===== config.mk =====
export PLATFORM = sky130hd
export DESIGN_NAME = sys1_ram_arb
export DESIGN_NICKNAME = d
export VERILOG_FILES = /design/src/rtl/sys1_ram_arb.sv
export SDC_FILE = /design/constraint.sdc
export NUM_CORES = 1
export LEC_CHECK = 0
export CAP_MARGIN = 5
export CORE_MARGIN = 2
export CORE_UTILIZATION = 39
export CTS_CLUSTER_SIZE = 12
export DETAILED_ROUTE_END_ITERATION = 16
export PLACE_DENSITY = 0.68
export SLEW_MARGIN = 20
export SYNTH_ARGS = -nofsm -noshare
export SYNTH_HDL_FRONTEND = slang
export SYNTH_SLANG_ARGS = --single-unit

===== constraint.sdc =====
create_clock -name clk_sys -period 2.8 [get_ports clk_sys]
set_clock_uncertainty 0.1 [all_clocks]
set_input_delay 0.28 -clock clk_sys [delete_from_list [all_inputs] [get_ports clk_sys]]
set_output_delay 0.28 -clock clk_sys [all_outputs]
set_load 0.05 [all_outputs]

===== src/rtl/sys1_ram_arb.sv =====
// sys1_ram_arb: shares the System1 main RAM between the CPU bus and the HPS ioctl download stream.
// Define SYS1_DL_CHECKSUM_EN to add dl_sum, the modulo-256 sum of downloaded bytes written to RAM.
module sys1_ram_arb #(
   parameter int                ADDR_W     = 16,
   parameter int                FIFO_DEPTH = 4,
   parameter int                STARVE_MAX = 4,
   parameter logic [7:0]        DL_INDEX   = 8'd1,
   parameter logic [ADDR_W-1:0] DL_BASE    = 16'h0000
) (
   input  logic              clk_sys,
   input  logic              reset_n,
   input  logic              cpu_cs,
   input  logic              cpu_we,
   input  logic [ADDR_W-1:0] cpu_addr,
   input  logic [7:0]        cpu_din,
   output logic [7:0]        cpu_dout,
   output logic              cpu_rvalid,
   output logic              cpu_wait,
   output logic              cpu_hold,
   input  logic              ioctl_download,
   input  logic [7:0]        ioctl_index,
   input  logic              ioctl_wr,
   input  logic [24:0]       ioctl_addr,
   input  logic [7:0]        ioctl_dout,
   output logic              ioctl_wait,
   output logic              ram_en,
   output logic              ram_we,
   output logic [ADDR_W-1:0] ram_addr,
   output logic [7:0]        ram_din,
   input  logic [7:0]        ram_dout,
`ifdef SYS1_DL_CHECKSUM_EN
   output logic [7:0]        dl_sum,
`endif
   output logic              dl_done,
   output logic              dl_err
);

   localparam int PTR_W    = $clog2(FIFO_DEPTH);
   localparam int CNT_W    = PTR_W + 1;
   localparam int STARVE_W = $clog2(STARVE_MAX + 1);
   // First download offset that would wrap past the top of RAM.
   localparam logic [25:0] ADDR_LIMIT = (26'd1 << ADDR_W) - 26'(DL_BASE);

   typedef enum logic [1:0] {ST_RUN, ST_LOAD, ST_DRAIN} state_t;

   state_t               state_reg, state_next;
   logic                 dl_prev_reg;
   logic [ADDR_W-1:0]    fifo_addr_mem [FIFO_DEPTH];
   logic [7:0]           fifo_data_mem [FIFO_DEPTH];
   logic [PTR_W-1:0]     wr_ptr_reg, rd_ptr_reg;
   logic [CNT_W-1:0]     count_reg, count_next;
   logic [STARVE_W-1:0]  starve_reg, starve_next;
   logic                 cpu_rvalid_reg;
   logic                 dl_done_reg, dl_done_next;
   logic                 dl_err_reg, dl_err_next;

   logic                 fifo_empty, fifo_full;
   logic                 cpu_grant, fifo_grant;
   logic                 dl_start, dl_fall;
   logic                 push_req, in_range, push;
   logic [ADDR_W-1:0]    push_addr;

   assign fifo_empty = (count_reg == '0);
   assign fifo_full  = (count_reg == CNT_W'(FIFO_DEPTH));

   // Slot decision uses only registered FIFO/counter state plus cpu_cs; no slot is granted in reset.
   assign cpu_grant  = reset_n && cpu_cs && (fifo_empty || starve_reg < STARVE_W'(STARVE_MAX));
   assign fifo_grant = reset_n && !cpu_grant && !fifo_empty;

   assign dl_start  = !dl_prev_reg && ioctl_download && (ioctl_index == DL_INDEX);
   assign dl_fall   = dl_prev_reg && !ioctl_download;
   assign push_req  = (state_reg == ST_LOAD) && ioctl_wr;
   assign in_range  = ({1'b0, ioctl_addr} < ADDR_LIMIT);
   assign push      = push_req && in_range && !fifo_full;
   assign push_addr = DL_BASE + ioctl_addr[ADDR_W-1:0];

   always_comb begin
      state_next   = state_reg;
      dl_done_next = 1'b0;
      dl_err_next  = dl_err_reg;
      case (state_reg)
         ST_RUN: begin
            if (dl_start) begin
               state_next  = ST_LOAD;
               dl_err_next = 1'b0;
            end
         end
         ST_LOAD: begin
            if (push_req && (!in_range || fifo_full)) dl_err_next = 1'b1;
            if (dl_fall) state_next = ST_DRAIN;
         end
         ST_DRAIN: begin
            if (fifo_empty) begin
               state_next   = ST_RUN;
               dl_done_next = 1'b1;
            end
         end
         default: state_next = ST_RUN;
      endcase
   end

   always_comb begin
      count_next = count_reg;
      if (push && !fifo_grant)      count_next = count_reg + CNT_W'(1);
      else if (!push && fifo_grant) count_next = count_reg - CNT_W'(1);

      starve_next = starve_reg;
      if (fifo_empty || fifo_grant)                             starve_next = '0;
      else if (cpu_grant && starve_reg != STARVE_W'(STARVE_MAX)) starve_next = starve_reg + STARVE_W'(1);
   end

   always_ff @(posedge clk_sys) begin
      if (!reset_n) begin
         state_reg      <= ST_RUN;
         dl_prev_reg    <= 1'b0;
         wr_ptr_reg     <= '0;
         rd_ptr_reg     <= '0;
         count_reg      <= '0;
         starve_reg     <= '0;
         cpu_rvalid_reg <= 1'b0;
         dl_done_reg    <= 1'b0;
         dl_err_reg     <= 1'b0;
      end else begin
         state_reg      <= state_next;
         dl_prev_reg    <= ioctl_download;
         count_reg      <= count_next;
         starve_reg     <= starve_next;
         cpu_rvalid_reg <= cpu_grant && !cpu_we;
         dl_done_reg    <= dl_done_next;
         dl_err_reg     <= dl_err_next;
         if (push)       wr_ptr_reg <= wr_ptr_reg + PTR_W'(1);
         if (fifo_grant) rd_ptr_reg <= rd_ptr_reg + PTR_W'(1);
      end
   end

   always_ff @(posedge clk_sys) begin
      if (push) begin
         fifo_addr_mem[wr_ptr_reg] <= push_addr;
         fifo_data_mem[wr_ptr_reg] <= ioctl_dout;
      end
   end

`ifdef SYS1_DL_CHECKSUM_EN
   logic [7:0] sum_reg;
   always_ff @(posedge clk_sys) begin
      if (!reset_n)                           sum_reg <= 8'h00;
      else if (state_reg == ST_RUN && dl_start) sum_reg <= 8'h00;
      else if (fifo_grant)                    sum_reg <= sum_reg + fifo_data_mem[rd_ptr_reg];
   end
   assign dl_sum = sum_reg;
`endif

   always_comb begin
      ram_en   = 1'b0;
      ram_we   = 1'b0;
      ram_addr = '0;
      ram_din  = 8'h00;
      if (cpu_grant) begin
         ram_en   = 1'b1;
         ram_we   = cpu_we;
         ram_addr = cpu_addr;
         ram_din  = cpu_din;
      end else if (fifo_grant) begin
         ram_en   = 1'b1;
         ram_we   = 1'b1;
         ram_addr = fifo_addr_mem[rd_ptr_reg];
         ram_din  = fifo_data_mem[rd_ptr_reg];
      end
   end

   assign cpu_dout   = ram_dout;
   assign cpu_rvalid = cpu_rvalid_reg;
   assign cpu_wait   = cpu_cs && !cpu_grant;
   assign cpu_hold   = (state_reg != ST_RUN);
   assign ioctl_wait = (count_reg >= CNT_W'(FIFO_DEPTH - 1));
   assign dl_done    = dl_done_reg;
   assign dl_err     = dl_err_reg;

endmodule


==> impl_metrics.ini <==
[synthesis]
yosysSeqAreaShare = 0.691
synthArstFlopShare = 0
yosys_warnings = 0
synth_top_area_cell = edfxtp_1
synthTopCellsByArea = edfxtp_1 (61%), mux4_2 (12%), dfxtp_1 (7.7%), a22o_1 (4.5%), buf_4 (1.9%)
synth.net_count = 351
synth-compound-area-share = 0.0725
synth_xor_area_frac = 0.00373
synth_top_family_by_area = multiplexers
avgSynthCellArea_um2 = 17.8
synth.distinct_cells = 39
synth_top_cell_area_share = 0.614
synth.area.mux_share = 0.124
syn_area_mm2 = 0.00469
synth-simple-area-share = 0.0507
ys_ff_latch = 114
synth_edf_count = 96
ys_dominant_reg_cell = edfxtp_1
syn_inst = 264
synth-adder-area-share = 0.0229

[routing]
drtPass1Iterations = 4
wirelength_um = 9480
vias = 2717
wl_per_cell_um = 17.5
drc = 0
drt_first_iter_violations = 112
via_per_inst = 5.03
antenna_left = 0

[clocking]
clock_latency_ns = 0.39
clkTransAtPathRegs_ns = 0.05
cts_sinks = 114
cts_inserted_buffers = 17
hold_buffers = 0
htree_levels = 4
cts_tree = done
clock_path_buffers = 2
root_buffer = clkbuf_16

[placed_design]
dp_hpwl_um = 6190
place_area_mm2 = 0.00615
place_congestion = 0.716
numPortBuffers = 102

[global_route]
grt_pass1_wl_um = 14900
grt_use_total = 0.156
grt_remaining_overflow = 0
grt_pass1_vias = 2908
antenna_found_initial = 0
grt_max_degree = 27

[worst_setup_path]
required_ns = 2.42
crit_chain = buf_4, or3_2, a21oi_4, buf_6, a22o_1, buf_12
cp-end-kind = output port
start_kind = register
cp_slowest_stage_delay_ns = 0.55
cp_max_fo = 24
criticalPathCategory = reg -> out
cp_slowest_cell = or3_2
arrival_ns = 2.29
critical_path_buf_inv_count = 3
cp_top_family = buffers and inverters

[timing]
worst_slew_pin_slew_ns = 0.552
fmax_ghz = 0.374
rsz0062_at_grt = false
slew_headroom = 0.629
setup_viol = 0
period_share = 0.954
final_max_slew_viol_count = 0
timing.final.hold_violations = 0
finalCriticalPeriod_ns = 2.67

[final_layout]
drive_gt1_frac = 0.272
top_regs = fifo_addr_mem x64, fifo_data_mem x32
n_antenna_cell = 0
final_common_cell = edfxtp_1
fill_cells = 906
top_register = fifo_addr_mem
largest_reg_flops = 64
syn2layout_area_growth_pct = 44.5
nNetsFinal = 467
final_area_mm2 = 0.00678
final_cell_mix = edfxtp_1 (96), clkdlybuf4s50_1 (76), buf_12 (26), mux4_2 (24), a22o_1 (24)
utilization = 0.572

[die]
fp-row-count = 40
die_y_um = 114
start_util = 0.396
core_area_mm2 = 0.0119
dieArea_mm2 = 0.0129
dieWidth_um = 114
io_pins = 119

[power_and_ir_drop]
total_power_uw = 4470
p_leak_uw = 0.00232
vdd_drop_max_v = 0.000399
p_per_area_mw_per_mm2 = 659

[hold_path]
holdCritPathClass = in -> reg

[flow_run]
maxCapViolations = 0

[run_status]
status = complete, no violations
==> through the flow <==
stage               setup WS, ns  hold WS, ns  setup TNS [ns]  instances
global route              0.0200        0.338               0        540
global placement          0.0156        0.336               0        508
detailed placement       -0.0498        0.348         -0.0498        508
floorplan                 0.0636        0.264               0        264
finish                     0.128        0.338               0        540
CTS                       0.0492        0.320               0        540
==> area by class of cell <==
cell class / count / area (um2) / share of cell area
clock buffer: 18 / 429 / 0.0633
multi-input combinational: 122 / 1310 / 0.193
clock inverter: 14 / 188 / 0.0277
inverter: 7 / 26.3 / 0.00387
tap: 147 / 184 / 0.0271
sequential: 114 / 3250 / 0.478
timing repair buffer: 118 / 1410 / 0.207
==> worst paths after layout <==
path	startpoint	to	slack (ns)	depth (start not counted)
min	cpu_we	cpu_rvalid	0.34	2
max reg2reg	count_reg[0]	count_reg[2]	0.22	10
min reg2reg	starve_reg[0]	starve_reg[0]	0.37	1
max	count_reg[0]	ram_addr[15]	0.13	6
==> power by group <==
| part | total (uW) | internal, uW | switching [uW] |
|---|---|---|---|
| registers | 1850 | 1840 | 9.35 |
| clock network | 2210 | 1480 | 728 |
| logic | 404 | 223 | 181 |
| total | 4470 | 3550 | 918 |
==> synthesized netlist by cell type, types with 2 or more instances <==
cell	n
inv_1	7
dfxtp_1	18
nor3_1	3
ha_1	7
clkbuf_1	3
mux2i_1	4
buf_4	12
and2_1	6
nor4_1	3
buf_2	5
o21ai_0	5
a31oi_1	2
nand3_1	2
a21boi_0	2
a21oi_1	2
nor2b_1	3
edfxtp_1	96
mux4_2	24
nand2_1	13
a22o_1	24
nor2_1	4
o31ai_1	2
==> routing by layer <==
| metal | share of wire | vias up | global-route usage |
|---|---|---|---|
| li1 | - | 1289 | - |
| met3 | 0.043 | 8 | 0.0399 |
| met1 | 0.43 | 1348 | 0.197 |
| met4 | 0.0084 | 0 | 0.0553 |
| met5 | 0 | - | 0 |
| met2 | 0.52 | 72 | 0.264 |
==> logic make-up after synthesis <==
family / after synthesis
DFF: 114
AOI/OAI and AO/OA: 42
and+or+nand+nor: 42
buffers and inverters: 28
muxes: 28
adders and majority gates: 8
xor gates and xnor gates: 2
==> repair_timing <==
item,CTS,global route
setup buffers,0,0
setup endpoints to repair,0,6
hold endpoints to repair,0,0
gates resized for setup,0,4
No activity file was read; power rests on OpenSTA's default activity.
